$ cat config.mk
export PLATFORM = sky130hd
export DESIGN_NAME = spi_xfer_arbiter_flat
export DESIGN_NICKNAME = d
export VERILOG_FILES = /design/src/rtl/spi_xfer_arbiter_pkg.sv /design/src/rtl/spi_xfer_arbiter_if.sv /design/src/rtl/spi_xfer_arbiter_rr_picker.sv /design/src/rtl/spi_xfer_arbiter.sv /design/src/flat_wrapper.sv
export SDC_FILE = /design/constraint.sdc
export NUM_CORES = 1
export LEC_CHECK = 0
export ABC_AREA = 1
export ABC_CLOCK_PERIOD_IN_PS = 2600
export BUFFER_PORTS_ARGS = -buffer_cell sky130_fd_sc_hd__buf_2
export CORE_ASPECT_RATIO = 0.5
export CORE_UTILIZATION = 56
export DETAILED_ROUTE_END_ITERATION = 10
export PLACE_DENSITY_LB_ADDON = 0.08
export SLEW_MARGIN = 0
export SYNTH_ARGS = -nofsm -noshare
export SYNTH_HDL_FRONTEND = slang
export SYNTH_SLANG_ARGS = --single-unit
$ cat constraint.sdc
create_clock -name clk -period 2.6 [get_ports clk]
set_input_delay 0.39 -clock clk [delete_from_list [all_inputs] [get_ports clk]]
set_output_delay 0.39 -clock clk [all_outputs]
set_load 0.005 [all_outputs]
$ cat src/rtl/spi_xfer_arbiter_pkg.sv
// spi_pkg: shared FSM state type and default timing constants for the SPI transfer arbiter
package spi_pkg;
  typedef enum logic [2:0] {IDLE, SETUP, ISSUE, WAIT, HOLD, GAP} arb_state_t;
  localparam int CS_SETUP_DEF = 2;
  localparam int CS_GAP_DEF   = 4;
  localparam int TIMEOUT_DEF  = 1024;
endpackage

$ cat src/rtl/spi_xfer_arbiter_if.sv
// spi_xfer_arbiter_if: requester byte streams, SPI byte-engine handshake and status of the arbiter
interface spi_xfer_arbiter_if #(
  parameter int NUM_REQ = 4
);
  localparam int GW = $clog2(NUM_REQ);
  logic [NUM_REQ-1:0]   req_valid;
  logic [8*NUM_REQ-1:0] req_data;
  logic [NUM_REQ-1:0]   req_last;
  logic [NUM_REQ-1:0]   req_ready;
  logic [NUM_REQ-1:0]   rsp_valid;
  logic [7:0]           rsp_data;
  logic [NUM_REQ-1:0]   cs_n;
  logic                 eng_start;
  logic [7:0]           eng_tx_data;
  logic                 eng_done;
  logic [7:0]           eng_rx_data;
  logic                 busy;
  logic [GW-1:0]        gnt_id;
  logic                 err;
  modport slave (
    input  req_valid, req_data, req_last, eng_done, eng_rx_data,
    output req_ready, rsp_valid, rsp_data, cs_n, eng_start, eng_tx_data, busy, gnt_id, err
  );
  modport master (
    output req_valid, req_data, req_last, eng_done, eng_rx_data,
    input  req_ready, rsp_valid, rsp_data, cs_n, eng_start, eng_tx_data, busy, gnt_id, err
  );
endinterface

$ cat src/rtl/spi_xfer_arbiter_rr_picker.sv
// rr_picker: combinational round-robin pick of the first set request at or after ptr
module rr_picker #(
  parameter int NUM_REQ = 4,
  localparam int GW = $clog2(NUM_REQ)
) (
  input  logic [NUM_REQ-1:0] req,
  input  logic [GW-1:0]      ptr,
  output logic [GW-1:0]      gnt,
  output logic               any
);
  logic [NUM_REQ-1:0] rot;
  int off;
  always_comb begin
    rot = NUM_REQ'({req, req} >> ptr);
    off = 0;
    for (int i = NUM_REQ - 1; i >= 0; i--) if (rot[i]) off = i;
    any = |req;
    gnt = GW'((int'(ptr) + off >= NUM_REQ) ? int'(ptr) + off - NUM_REQ : int'(ptr) + off);
  end
endmodule

$ cat src/rtl/spi_xfer_arbiter.sv
// spi_xfer_arbiter: round-robin sharing of one SPI byte engine with per-requester chip selects and watchdog
module spi_xfer_arbiter
  import spi_pkg::*;
#(
  parameter int NUM_REQ  = 4,
  parameter int CS_SETUP = CS_SETUP_DEF,
  parameter int CS_GAP   = CS_GAP_DEF,
  parameter int TIMEOUT  = TIMEOUT_DEF
) (
  input logic               clk,
  input logic               rst,
  spi_xfer_arbiter_if.slave bus
);
  localparam int GW = $clog2(NUM_REQ);
  localparam int CW = $clog2((CS_SETUP > CS_GAP ? CS_SETUP : CS_GAP) + 1);
  localparam int WW = $clog2(TIMEOUT);
  arb_state_t state_q, state_d;
  logic [CW-1:0] cnt_q, cnt_d;
  logic [WW-1:0] wd_q, wd_d;
  logic [GW-1:0] gnt_q, gnt_d, rr_q, rr_d, pick;
  logic last_q, last_d, any;
  logic [NUM_REQ-1:0] cs_n_q, cs_n_d, req_ready_q, req_ready_d, rsp_valid_q, rsp_valid_d, gnt_oh;
  logic [7:0] rsp_data_q, rsp_data_d, eng_tx_q, eng_tx_d;
  logic eng_start_q, eng_start_d, busy_q, busy_d, err_q, err_d, vld_g;
  rr_picker #(.NUM_REQ(NUM_REQ)) u_pick (.req(bus.req_valid), .ptr(rr_q), .gnt(pick), .any(any));
  assign gnt_oh = NUM_REQ'(1) << gnt_q;
  assign vld_g  = bus.req_valid[gnt_q];
  always_comb begin
    state_d     = state_q;
    cnt_d       = cnt_q;
    wd_d        = wd_q;
    gnt_d       = gnt_q;
    rr_d        = rr_q;
    last_d      = last_q;
    cs_n_d      = cs_n_q;
    req_ready_d = '0;
    rsp_valid_d = '0;
    rsp_data_d  = rsp_data_q;
    eng_start_d = 1'b0;
    eng_tx_d    = eng_tx_q;
    err_d       = 1'b0;
    case (state_q)
      IDLE: if (any) begin
        state_d = SETUP;
        gnt_d   = pick;
        cs_n_d  = ~(NUM_REQ'(1) << pick);
        cnt_d   = '0;
      end
      SETUP: begin
        cnt_d   = cnt_q + 1'b1;
        state_d = (cnt_q == CW'(CS_SETUP - 1)) ? ISSUE : SETUP;
      end
      ISSUE: begin
        state_d     = WAIT;
        eng_start_d = 1'b1;
        req_ready_d = gnt_oh;
        eng_tx_d    = bus.req_data[8*gnt_q +: 8];
        last_d      = bus.req_last[gnt_q];
        wd_d        = '0;
      end
      // completion wins over a watchdog expiry in the same cycle
      WAIT: if (bus.eng_done) begin
        rsp_valid_d = gnt_oh;
        rsp_data_d  = bus.eng_rx_data;
        state_d     = last_q ? GAP : (vld_g ? ISSUE : HOLD);
      end else if (wd_q == WW'(TIMEOUT - 1)) begin
        err_d   = 1'b1;
        state_d = GAP;
      end else begin
        wd_d = wd_q + 1'b1;
      end
      HOLD: state_d = vld_g ? ISSUE : HOLD;
      GAP: begin
        cnt_d   = cnt_q + 1'b1;
        state_d = (cnt_q == CW'(CS_GAP - 1)) ? IDLE : GAP;
      end
      default: state_d = IDLE;
    endcase
    if (state_d == GAP && state_q != GAP) begin
      cs_n_d = '1;
      cnt_d  = '0;
      rr_d   = (gnt_q == GW'(NUM_REQ - 1)) ? '0 : gnt_q + 1'b1;
    end
    busy_d = state_d != IDLE;
  end
  always_ff @(posedge clk or posedge rst) begin
    if (rst) begin
      state_q     <= IDLE;
      cnt_q       <= '0;
      wd_q        <= '0;
      gnt_q       <= '0;
      rr_q        <= '0;
      last_q      <= 1'b0;
      cs_n_q      <= '1;
      req_ready_q <= '0;
      rsp_valid_q <= '0;
      rsp_data_q  <= '0;
      eng_start_q <= 1'b0;
      eng_tx_q    <= '0;
      busy_q      <= 1'b0;
      err_q       <= 1'b0;
    end else begin
      state_q     <= state_d;
      cnt_q       <= cnt_d;
      wd_q        <= wd_d;
      gnt_q       <= gnt_d;
      rr_q        <= rr_d;
      last_q      <= last_d;
      cs_n_q      <= cs_n_d;
      req_ready_q <= req_ready_d;
      rsp_valid_q <= rsp_valid_d;
      rsp_data_q  <= rsp_data_d;
      eng_start_q <= eng_start_d;
      eng_tx_q    <= eng_tx_d;
      busy_q      <= busy_d;
      err_q       <= err_d;
    end
  end
  assign bus.cs_n        = cs_n_q;
  assign bus.req_ready   = req_ready_q;
  assign bus.rsp_valid   = rsp_valid_q;
  assign bus.rsp_data    = rsp_data_q;
  assign bus.eng_start   = eng_start_q;
  assign bus.eng_tx_data = eng_tx_q;
  assign bus.busy        = busy_q;
  assign bus.gnt_id      = gnt_q;
  assign bus.err         = err_q;
endmodule

$ cat src/flat_wrapper.sv
// flat-port wrapper written by rule: the top's interface ports become plain ports
module spi_xfer_arbiter_flat import spi_pkg::*;
#(
  parameter int NUM_REQ  = 4,
  parameter int CS_SETUP = CS_SETUP_DEF,
  parameter int CS_GAP   = CS_GAP_DEF,
  parameter int TIMEOUT  = TIMEOUT_DEF
)
  (clk, rst, bus_req_valid, bus_req_data, bus_req_last, bus_eng_done, bus_eng_rx_data, bus_req_ready, bus_rsp_valid, bus_rsp_data, bus_cs_n, bus_eng_start, bus_eng_tx_data, bus_busy, bus_gnt_id, bus_err);
  spi_xfer_arbiter_if #(.NUM_REQ(NUM_REQ)) bus_i ();
  input logic clk;
  input logic rst;
  input wire logic [$bits(bus_i.req_valid)-1:0] bus_req_valid;
  input wire logic [$bits(bus_i.req_data)-1:0] bus_req_data;
  input wire logic [$bits(bus_i.req_last)-1:0] bus_req_last;
  input wire logic [$bits(bus_i.eng_done)-1:0] bus_eng_done;
  input wire logic [$bits(bus_i.eng_rx_data)-1:0] bus_eng_rx_data;
  output wire logic [$bits(bus_i.req_ready)-1:0] bus_req_ready;
  output wire logic [$bits(bus_i.rsp_valid)-1:0] bus_rsp_valid;
  output wire logic [$bits(bus_i.rsp_data)-1:0] bus_rsp_data;
  output wire logic [$bits(bus_i.cs_n)-1:0] bus_cs_n;
  output wire logic [$bits(bus_i.eng_start)-1:0] bus_eng_start;
  output wire logic [$bits(bus_i.eng_tx_data)-1:0] bus_eng_tx_data;
  output wire logic [$bits(bus_i.busy)-1:0] bus_busy;
  output wire logic [$bits(bus_i.gnt_id)-1:0] bus_gnt_id;
  output wire logic [$bits(bus_i.err)-1:0] bus_err;
  assign bus_i.req_valid = bus_req_valid;
  assign bus_i.req_data = bus_req_data;
  assign bus_i.req_last = bus_req_last;
  assign bus_i.eng_done = bus_eng_done;
  assign bus_i.eng_rx_data = bus_eng_rx_data;
  assign bus_req_ready = bus_i.req_ready;
  assign bus_rsp_valid = bus_i.rsp_valid;
  assign bus_rsp_data = bus_i.rsp_data;
  assign bus_cs_n = bus_i.cs_n;
  assign bus_eng_start = bus_i.eng_start;
  assign bus_eng_tx_data = bus_i.eng_tx_data;
  assign bus_busy = bus_i.busy;
  assign bus_gnt_id = bus_i.gnt_id;
  assign bus_err = bus_i.err;
  spi_xfer_arbiter #(.NUM_REQ(NUM_REQ), .CS_SETUP(CS_SETUP), .CS_GAP(CS_GAP), .TIMEOUT(TIMEOUT)) u_core (.clk(clk), .rst(rst), .bus(bus_i));
endmodule
; After elaboration in Yosys (flattened, before gate mapping)
; Cells that the tools add are included.
; Widths: inputs -> output; s select.
[word_totals]
reg_bits = 52
latchBits = 0
mem_bits_rw = 0
mem_bits_ro = 0
inputBits = 51
output_inout_bits = 33
elab_cells = 88
n_memories = 0
[op_classes]
add_sub_neg = 5
multipliers = 0
div = 0
order_cmp = 2
n_eq_ne = 14
shifts = 4
n_mux = 34
bitwise = 1
n_reduce_logical = 14
[op_table]
columns = operator, count
row1 = $mux 32, 3
row2 = $add 3x32->32, 1
row3 = $ge 32x4->1 const B, 1
row4 = $shiftx 32x6->8, 1
row5 = $mux 3, 8
row6 = $mux 4, 6
row7 = $mux 10, 2
row8 = $pmux 10 s2, 1
row9 = $pmux 3 s6, 1
row10 = $add 10x1->10 const B, 1
row11 = $eq 10x10->1 const B, 1
row12 = $eq 3x2->1 const B, 3
row13 = $eq 3x3->1 const B, 3
row14 = $mux 2, 4
row15 = $reduce_and 2->1, 4
row16 = $shl 1x2->4 const A, 2
row17 = $shr 8x2->4, 1
row18 = $eq 3x1->1 const B, 2
row19 = $mux 1, 6
row20 = $pmux 3 s2, 1
row21 = $reduce_bool 2->1, 3
row22 = $reduce_bool 3->1, 2
row23 = $bmux 1 s2, 2
row24 = $ne 2x2->1 const B, 2
row25 = other kinds (13), 13

; Longest topological paths before layout
; Gate-level depths: netlist of run 1.
[depth]
depth_word = 13
depth_mapped = 12

; By module
; From an unflattened synthesis of run 1, not the netlist that was laid out.
[unflattened]
hier_cells = 342
area_unflattened_um2 = 2831.5
[by_module_without_submodules]
columns = mod, n_inst, cells_each, area_each_um2
row1 = spi_xfer_arbiter, 1, 307, 2663.8
row2 = rr_picker, 1, 35, 167.7

; Least setup slack after synthesis of run 1
; No wires, ideal clock.
[synth_path]
path_kind = flip-flop to flip-flop
from = register u_core.wd_q[0]
to = register u_core.wd_q[8]
t_arrival_ns = 1.540
required_time_ns = 2.478
path_slack_ns = 0.938
stages_incl_launch_ff = 11
n_path_buf = 1
synth_period_minus_slack_ns = 1.662
cell_sequence = dfrtp_1 -> ha_1 -> inv_1 -> nor2_1 -> nand4_1 -> or2_1 -> nand3_2 -> buf_6 -> o21ai_0 -> nand2_1 -> nor2_1
[synth_between]
elab_chain_len = 4
[synth_rtl]
columns = element, line
row1 = start: declaration, spi_xfer_arbiter.sv:19  ; logic [WW-1:0] wd_q, wd_d;
row2 = start signal: assignment, spi_xfer_arbiter.sv:105  ; wd_q <= wd_d;
row3 = $add 10x1->10, spi_xfer_arbiter.sv:70  ; wd_d = wd_q + 1'b1;
row4 = $mux 10, spi_xfer_arbiter.sv:66  ; end else if (wd_q == WW'(TIMEOUT - 1)) begin
row5 = $mux 10, spi_xfer_arbiter.sv:62  ; WAIT: if (bus.eng_done) begin
row6 = $pmux 10 s2, spi_xfer_arbiter.sv:42  ; case (state_q)
; Parallel ways exist; a longest one is shown, timed or not. The select of a mux whose other input is x is not followed.
; A chain may end at the register's enable or synchronous reset.

; Worst setup path in the final report of run 1
[layout_path]
from = register u_core.wd_q[0]
to = register u_core.wd_q[5]
; The elaborated chain is that of the path after synthesis.

==> results.ini, run 1 <==
[critical_path]
rr_worst_depth = 9
startpoint_type = register
r2r_start = u_core.wd_q[0]
cp-end-kind = register
crit_required_ps = 2790
cp_slowest_stage_delay_ps = 420
crit_chain = ha_1, inv_1, nor2_1, nand4_1, or2_1, nand3_2, inv_2, nand4_1, o21ai_0
r2r-end = u_core.wd_q[5]
cp_max_fo = 11
critPathSlowestCell = dfrtp_1
arrival_ps = 2190
critical_path_class = register to register
r2r_setup_slack_ps = 600
path_common_cell = nand4_1
cp_top_family = simple AND/OR/NAND/NOR gates
path_buf_inv = 2

[floorplanning]
fp.dieH_um = 52.2
fp-row-count = 17
pin_count = 84
dieArea_mm2 = 0.00534
core_mm2 = 0.00462
start_util_pct = 61.0
dieWidth_um = 102

[global_route]
antenna_found_initial = 0
track_usage_pct = 27.8
grt_pass1_wl_um = 11200
grt_pass1_vias = 2589
grt_max_degree = 43
gr-total-overflow = 0

[power_and_ir_drop]
p_leak_nw = 1.78
swShare_pct = 43.4
powerDensity_mw_per_mm2 = 973
p_seq_share_pct = 38.6
power.total_mw = 3.30
p_switching_mw = 1.43
internal-power_mw = 1.87
clkPwrFrac_pct = 14.5
ir_drop_mv = 0.415
combPwrFrac_pct = 46.9

[routing]
wl_met1_um = 2900
post_drt_wl_per_cell_um = 13.1
vias_per_cell = 5.36
wl_um = 6810
final_antenna_net_count = 0
drc = 0
dr_wl_met2_um = 3350
top_layer = met4
first_pass_iters = 5
drt_iter0_markers = 117
vias = 2775
dr_wl_met3_um = 429

[final_layout]
final_core_util_pct = 73.4
n_fill_cell = 365
nets = 511
antenna_cells = 0
multi_input_area_mm2 = 0.00132
final_area_mm2 = 0.00339
drive_gt1_share_pct = 25.9
syn_to_final_growth_pct = 20.2
seq_area_mm2 = 0.00131

[yosys]
synth_nets = 427
synth_cell_types = 35
ys_seq_area_share_pct = 46.4
synthTopCellsByCount = 100 x nand2_1, 48 x dfrtp_1, 44 x nor2_1
synth_flop_cell = dfrtp_1
yosysWarnings = 0
synth_top_area_share_pct = 42.6
synth_area_mm2 = 0.00282
synth.area.top_cells = dfrtp_1 43%, nand2_1 13%, nor2_1 5.9%
avgSynthCellArea_um2 = 7.68
synth_most_common_cell = nand2_1
synth_edf_count = 0
yosysTopAreaCell = dfrtp_1
ys_async_sr_fraction_pct = 100
ys_ff_latch = 52
netlist_instances = 367

[flow_run]
maxCapViolCount = 0

[min_path]
min_path_type = input pin to async pin

[timing]
finalCriticalPeriod_ps = 2000
max_freq_mhz = 500
tns_ps = 0
timing.final.crit_share_pct = 76.9
max_slew_margin_pct = 41.1
hold_viol_final = 0
clock_skew_ps = 5.53
fin_hold_ws_ps = 255
setup_violations = 0
worst_pin_slew_ps = 882
slew_viol_final = 0
rsz0062_at_grt = no

[clock_network]
cts_hold_buffers = 0
clk_latency_ps = 310
clockBufferDepth = 2
cts.sinks = 52
path_clk_slew_ps = 90
tritoncts = yes
numCtsBuffers = 5
root_buffer = clkbuf_8
cts.repair.resized = 0
htreeDepth = 2
cts_setup_buffers = 0

[placed_design]
port_buffers = 83
hpwl_um = 5170
dpl-instance-area_mm2 = 0.00330
place_congestion = 0.880

[status]
status = completed

## per-layer routing
layer	GRT usage, %	up-vias
met2	50.1	111
li1	-	1356
met4	10.7	0
met5	0	-
met3	6.45	17
met1	32.8	1291
## cell type report
cell class | instances | share of cell area (%)
Tap cell | 66 | 2.44
Clock inverter | 2 | 0.295
Clock buffer | 6 | 2.44
Inverter | 40 | 4.51
Multi-Input combinational cell | 266 | 38.8
Timing Repair Buffer | 86 | 12.9
Sequential cell | 52 | 38.6
## worst max path at each step
stage                     cells past startpoint                 start  slack, ps                  to
after floorplan                              10        u_core.wd_q[0]        940      u_core.wd_q[8]
final                                         9        u_core.wd_q[0]        600      u_core.wd_q[5]
after global placement                        9  u_core.bus.gnt_id[1]        700      u_core.rr_q[0]
after global routing                          9  u_core.bus.gnt_id[1]        390  u_core.bus.cs_n[2]
after CTS                                     9        u_core.wd_q[0]        630      u_core.wd_q[5]
after detailed placement                      9        u_core.wd_q[0]        650      u_core.wd_q[5]
## state kept, by name, summed over array words and instances, names as in the netlist
name	count
u_core.last_q	1
u_core.bus.eng_start	1
u_core.bus.busy	1
u_core.bus.req_ready	4
u_core.rr_q	2
u_core.cnt_q	3
u_core.bus.gnt_id	2
u_core.wd_q	10
u_core.bus.eng_tx_data	8
u_core.bus.err	1
u_core.bus.rsp_valid	4
u_core.bus.rsp_data	8
u_core.state_q	3
u_core.bus.cs_n	4
## cell families (layout without fill, tap and decap cells)
family | Yosys count | after routing | synth area share (%)
flip-flops | 52 | 52 | 46.4
AND/OR/NAND/NOR | 201 | 201 | 31.0
XOR/XNOR | 2 | 2 | 0.622
adder cells (fa/ha/maj) | 9 | 9 | 4.00
AO/OA/AOI/OAI | 54 | 54 | 11.1
buffers and inverters | 49 | 134 | 6.93
## layout by cell type (no fill, tap or decap), types with 2 or more instances in the layout
cell / Yosys / routed
dfstp_2: 4 / 4
nor4_1: 2 / 2
clkbuf_8: 0 / 6
a21oi_1: 4 / 4
nand2_2: 4 / 4
nor2_4: 2 / 2
nor2_1: 44 / 44
inv_1: 34 / 33
o22ai_1: 9 / 9
buf_2: 1 / 83
inv_2: 4 / 5
ha_1: 9 / 9
nand4_1: 7 / 7
o31ai_1: 2 / 2
nand3_1: 29 / 29
xor2_1: 2 / 2
o21bai_1: 3 / 3
nor3_1: 6 / 6
buf_4: 0 / 3
dfrtp_1: 48 / 48
o21ai_0: 28 / 28
clkinv_2: 0 / 2
nand3_2: 2 / 2
o21ai_1: 3 / 3
nand2_1: 100 / 100
nor2_2: 2 / 2
## power by group through the flow
| stage | Sequential, mW | Clock, mW | Combinational (mW) |
|---|---|---|---|
| after floorplan | 1.26 | 0 | 1.07 |
| after global placement | 1.27 | 0 | 1.46 |
| after detailed placement | 1.28 | 0 | 1.54 |
| after CTS | 1.27 | 0.487 | 1.55 |
| after global routing | 1.30 | 0.520 | 1.77 |
| final | 1.27 | 0.478 | 1.55 |
## metrics by stage
| stage | setup WS [ps] | cells |
|---|---|---|
| floorplan | 938 | 367 |
| global placement | 702 | 510 |
| detailed placement | 647 | 510 |
| CTS | 631 | 518 |
| global route | 391 | 518 |
| finish | 600 | 518 |
No activity file was read; power rests on OpenSTA's default activity.
==> inputs of run 2 (changes only) <==
--- a/config.mk
+++ b/config.mk
@@ -5,11 +5,11 @@
 export SDC_FILE = /design/constraint.sdc
 export NUM_CORES = 1
 export LEC_CHECK = 0
-export ABC_AREA = 1
-export ABC_CLOCK_PERIOD_IN_PS = 2600
+export ABC_AREA = 0
+export ABC_CLOCK_PERIOD_IN_PS = 1900
 export BUFFER_PORTS_ARGS = -buffer_cell sky130_fd_sc_hd__buf_2
 export CORE_ASPECT_RATIO = 0.5
-export CORE_UTILIZATION = 56
+export CORE_UTILIZATION = 51
 export DETAILED_ROUTE_END_ITERATION = 10
 export PLACE_DENSITY_LB_ADDON = 0.08
 export SLEW_MARGIN = 0
==> constraint.sdc (replaced) <==
create_clock -name clk -period 1.9 [get_ports clk]
set_input_delay 0.285 -clock clk [delete_from_list [all_inputs] [get_ports clk]]
set_output_delay 0.285 -clock clk [all_outputs]
set_load 0.005 [all_outputs]
==> results.ini, run 2 <==
[critical_path]
critical_path_class = register to register
cp-end-kind = register
r2r-end = u_core.rr_q[1]
crit_required_ps = 2080  ; -710 ps
startpoint_type = register
r2r_setup_slack_ps = -10  ; -610 ps
cp_max_fo = 4  ; -7
r2r_start = u_core.bus.gnt_id[0]
rr_worst_depth = 5  ; -4
arrival_ps = 2100  ; -90 ps

[yosys]
synth_edf_count = 0  ; unchanged
synth_mux_area_share_pct = 16.9  ; +17 points
synth.area.top_cells = dfrtp_1 43%, mux4_2 8.1%, ha_1 4.1%
synth_top_area_share_pct = 43.3  ; +0.63 points
synthTopCellsByCount = 48 x dfrtp_1, 18 x nor2_1, 15 x nand2_1
synth_area_mm2 = 0.00278  ; -1.5%
synth_nets = 306  ; -28%
ys_ff_latch = 52  ; unchanged
synth_most_common_cell = dfrtp_1
synthAdderAreaFrac_pct = 4.06  ; +0.059 points
ys_async_sr_fraction_pct = 100  ; unchanged
synth_flop_cell = dfrtp_1
synth_simple_gate_area_share_pct = 17.2  ; -14 points
yosysTopAreaCell = dfrtp_1
avgSynthCellArea_um2 = 11.3  ; +47%
synth_cell_types = 53  ; +51%
yosysWarnings = 0  ; unchanged
netlist_instances = 246  ; -33%
ys_seq_area_share_pct = 47.0  ; +0.69 points
synth_top_family_by_area = simple AND/OR/NAND/NOR gates
synth-compound-area-share_pct = 9.19  ; -2.0 points
synth_xor_area_share_pct = 2.52  ; +1.9 points

[final_layout]
final_cell_mix = 83 x buf_2, 46 x dfrtp_1, 37 x buf_4
seq_area_mm2 = 0.00131  ; +0.19%
regMostFlops = u_core.wd_q
final_common_cell = buf_2
multi_input_area_mm2 = 0.00141  ; +7.4%
drive_gt1_share_pct = 47.5  ; +22 points
antenna_cells = 0  ; unchanged
n_fill_cell = 411  ; +13%
nets = 425  ; -17%
largest_reg_flops = 10  ; unchanged
syn_to_final_growth_pct = 32.4
final_core_util_pct = 72.2  ; -1.2 points

[floorplanning]
dieWidth_um = 106  ; +3.9%
fp-row-count = 18  ; +1
fp.dieH_um = 54.2  ; +3.9%
pin_count = 84  ; unchanged
core_mm2 = 0.00509  ; +10%
start_util_pct = 54.5  ; -6.5 points
dieArea_mm2 = 0.00576  ; +8.0%

[placed_design]
hpwl_um = 4910  ; -5.1%
place_congestion = 0.830  ; -5.8%
dp_slack_ps = -70.0  ; -717 ps
port_buffers = 83  ; unchanged

[power_and_ir_drop]
p_switching_mw = 1.83  ; +28%
swShare_pct = 37.0  ; -6.4 points
p_leak_nw = 1.75  ; -1.8%
powerDensity_mw_per_mm2 = 1340  ; +38%
clkPwrFrac_pct = 13.2  ; -1.3 points
ir_drop_mv = 0.679  ; +64%
p_seq_share_pct = 36.3  ; -2.3 points
combPwrFrac_pct = 50.4  ; +3.5 points
internal-power_mw = 3.11  ; +67%
power.total_mw = 4.94  ; +50%

[clock_network]
root_buffer = clkbuf_8
cts.sinks = 52  ; unchanged
path_clk_slew_ps = 100  ; about the same
numCtsBuffers = 5  ; unchanged
clockBufferDepth = 2  ; unchanged
clk_latency_ps = 310  ; about the same
tritoncts = yes
htreeDepth = 2  ; unchanged

[timing]
hold_viol_final = 0  ; unchanged
rsz0062_at_grt = yes
setup_violations = 1  ; +1
finalCriticalPeriod_ps = 1910  ; -90.2 ps
tns_ps = -10.2  ; -10.2 ps
slew_viol_final = 0  ; unchanged
max_freq_mhz = 524  ; +4.7%
final.setup.worst_slack_ps = -10.2  ; -610 ps
max_slew_margin_pct = 68.3  ; +27 points
worst_pin_slew_ps = 471  ; -411 ps
clock_skew_ps = 11.9  ; +6.35 ps
timing.final.crit_share_pct = 101  ; +24 points
fin_hold_ws_ps = 198  ; -56.8 ps

[routing]
first_pass_iters = 4  ; -1
drc = 0  ; unchanged
post_drt_wl_per_cell_um = 14.3  ; +8.5%
drt_iter0_markers = 109  ; -6.8%
vias = 2341  ; -16%
wl_um = 6220  ; -8.7%
final_antenna_net_count = 0  ; unchanged
vias_per_cell = 5.37  ; +0.23%

[global_route]
grt_pass1_vias = 2272  ; -12%
track_usage_pct = 23.4  ; -4.5 points
gr-total-overflow = 0  ; unchanged
grt_pass1_wl_um = 10200  ; -8.6%
grt_max_degree = 28  ; -35%
antenna_found_initial = 0  ; unchanged

[min_path]
hold_depth = 2
min_to = u_core.bus.rsp_data[2]
worstHoldStart = bus_eng_rx_data[2]
min_path_type = input pin to register

[flow_run]
maxCapViolCount = 0  ; unchanged

[status]
status = complete, but fails checks
violations = setup timing

-- run 2: how the worst max path moves through the flow --
stage	from	end	slack (ps)	cells past startpoint
after CTS	u_core.cnt_q[0]	u_core.rr_q[1]	-5	7
after global routing	u_core.rr_q[1]	u_core.bus.cs_n[0]	-60	9
final	u_core.bus.gnt_id[0]	u_core.rr_q[1]	-10	5
after floorplan	u_core.bus.gnt_id[0]	u_core.rr_q[1]	-8	5
after detailed placement	bus_req_valid[1]	u_core.bus.cs_n[0]	-70	10
after global placement	bus_req_valid[1]	u_core.bus.cs_n[0]	-5	10
-- run 2: power by group through the flow --
stage          clock (mW)  sequential (mW)  combinational [mW]
2_1_floorplan           0             1.77                1.45
3_3_place_gp            0             1.79                2.28
3_5_place_dp            0             1.82                2.38
4_1_cts             0.667             1.79                2.47
5_1_grt             0.719             1.85                2.75
6_report            0.653             1.80                2.49
-- run 2: metal layers --
metal | track usage, % | routed length [um] | share of wire, % | up-vias
met4 | 3.94 | 34 | 0.55 | 0
met2 | 42.4 | 2960 | 48 | 70
met3 | 5.45 | 343 | 5.5 | 4
li1 | - | - | - | 1130
met1 | 29.7 | 2880 | 46 | 1137
met5 | 0 | 0 | 0 | -
-- run 2: what timing repair did --
item                                    in CTS  in global routing
hold buffers                                 1                  0
endpoints found under the setup margin       8                 11
buffers inserted                             4                  1
pin swaps                                    1                 11
hold endpoints to repair                     9                  0
gates resized for setup                      2                 10
-- run 2: final cells by class --
class                   instances  area share (%)
clock buffers                   5            1.87
clock inverters                 3           0.681
repair buffers                123            20.0
well taps                      70            2.38
inverters                      10            1.02
multi-input cells             173            38.5
flip-flops and latches         52            35.6
-- run 2: per-stage QoR --
step / area (um^2) / instances
2_1_floorplan: 2780 / 246
3_3_place_gp: 3500 / 422
3_5_place_dp: 3500 / 422
4_1_cts: 3640 / 435
5_1_grt: 3680 / 436
6_report: 3680 / 436
-- run 2: cells by family (layout without fill, tap and decap cells) --
kind of cell	after synthesis	in the layout
flip-flops	52	52
adder cells (fa/ha/maj)	9	9
AO/OA/AOI/OAI	38	38
AND/OR/NAND/NOR	86	86
XOR/XNOR	8	8
buffers and inverters	21	141
multiplexers	32	32
-- run 2: worst max-delay path, cell delays in order (launching register included) --
cell and delay, ps:
dfrtp_2 420, mux4_2 550, a211oi_2 240, a31oi_2 100, nor2_2 160, mux2_1 330
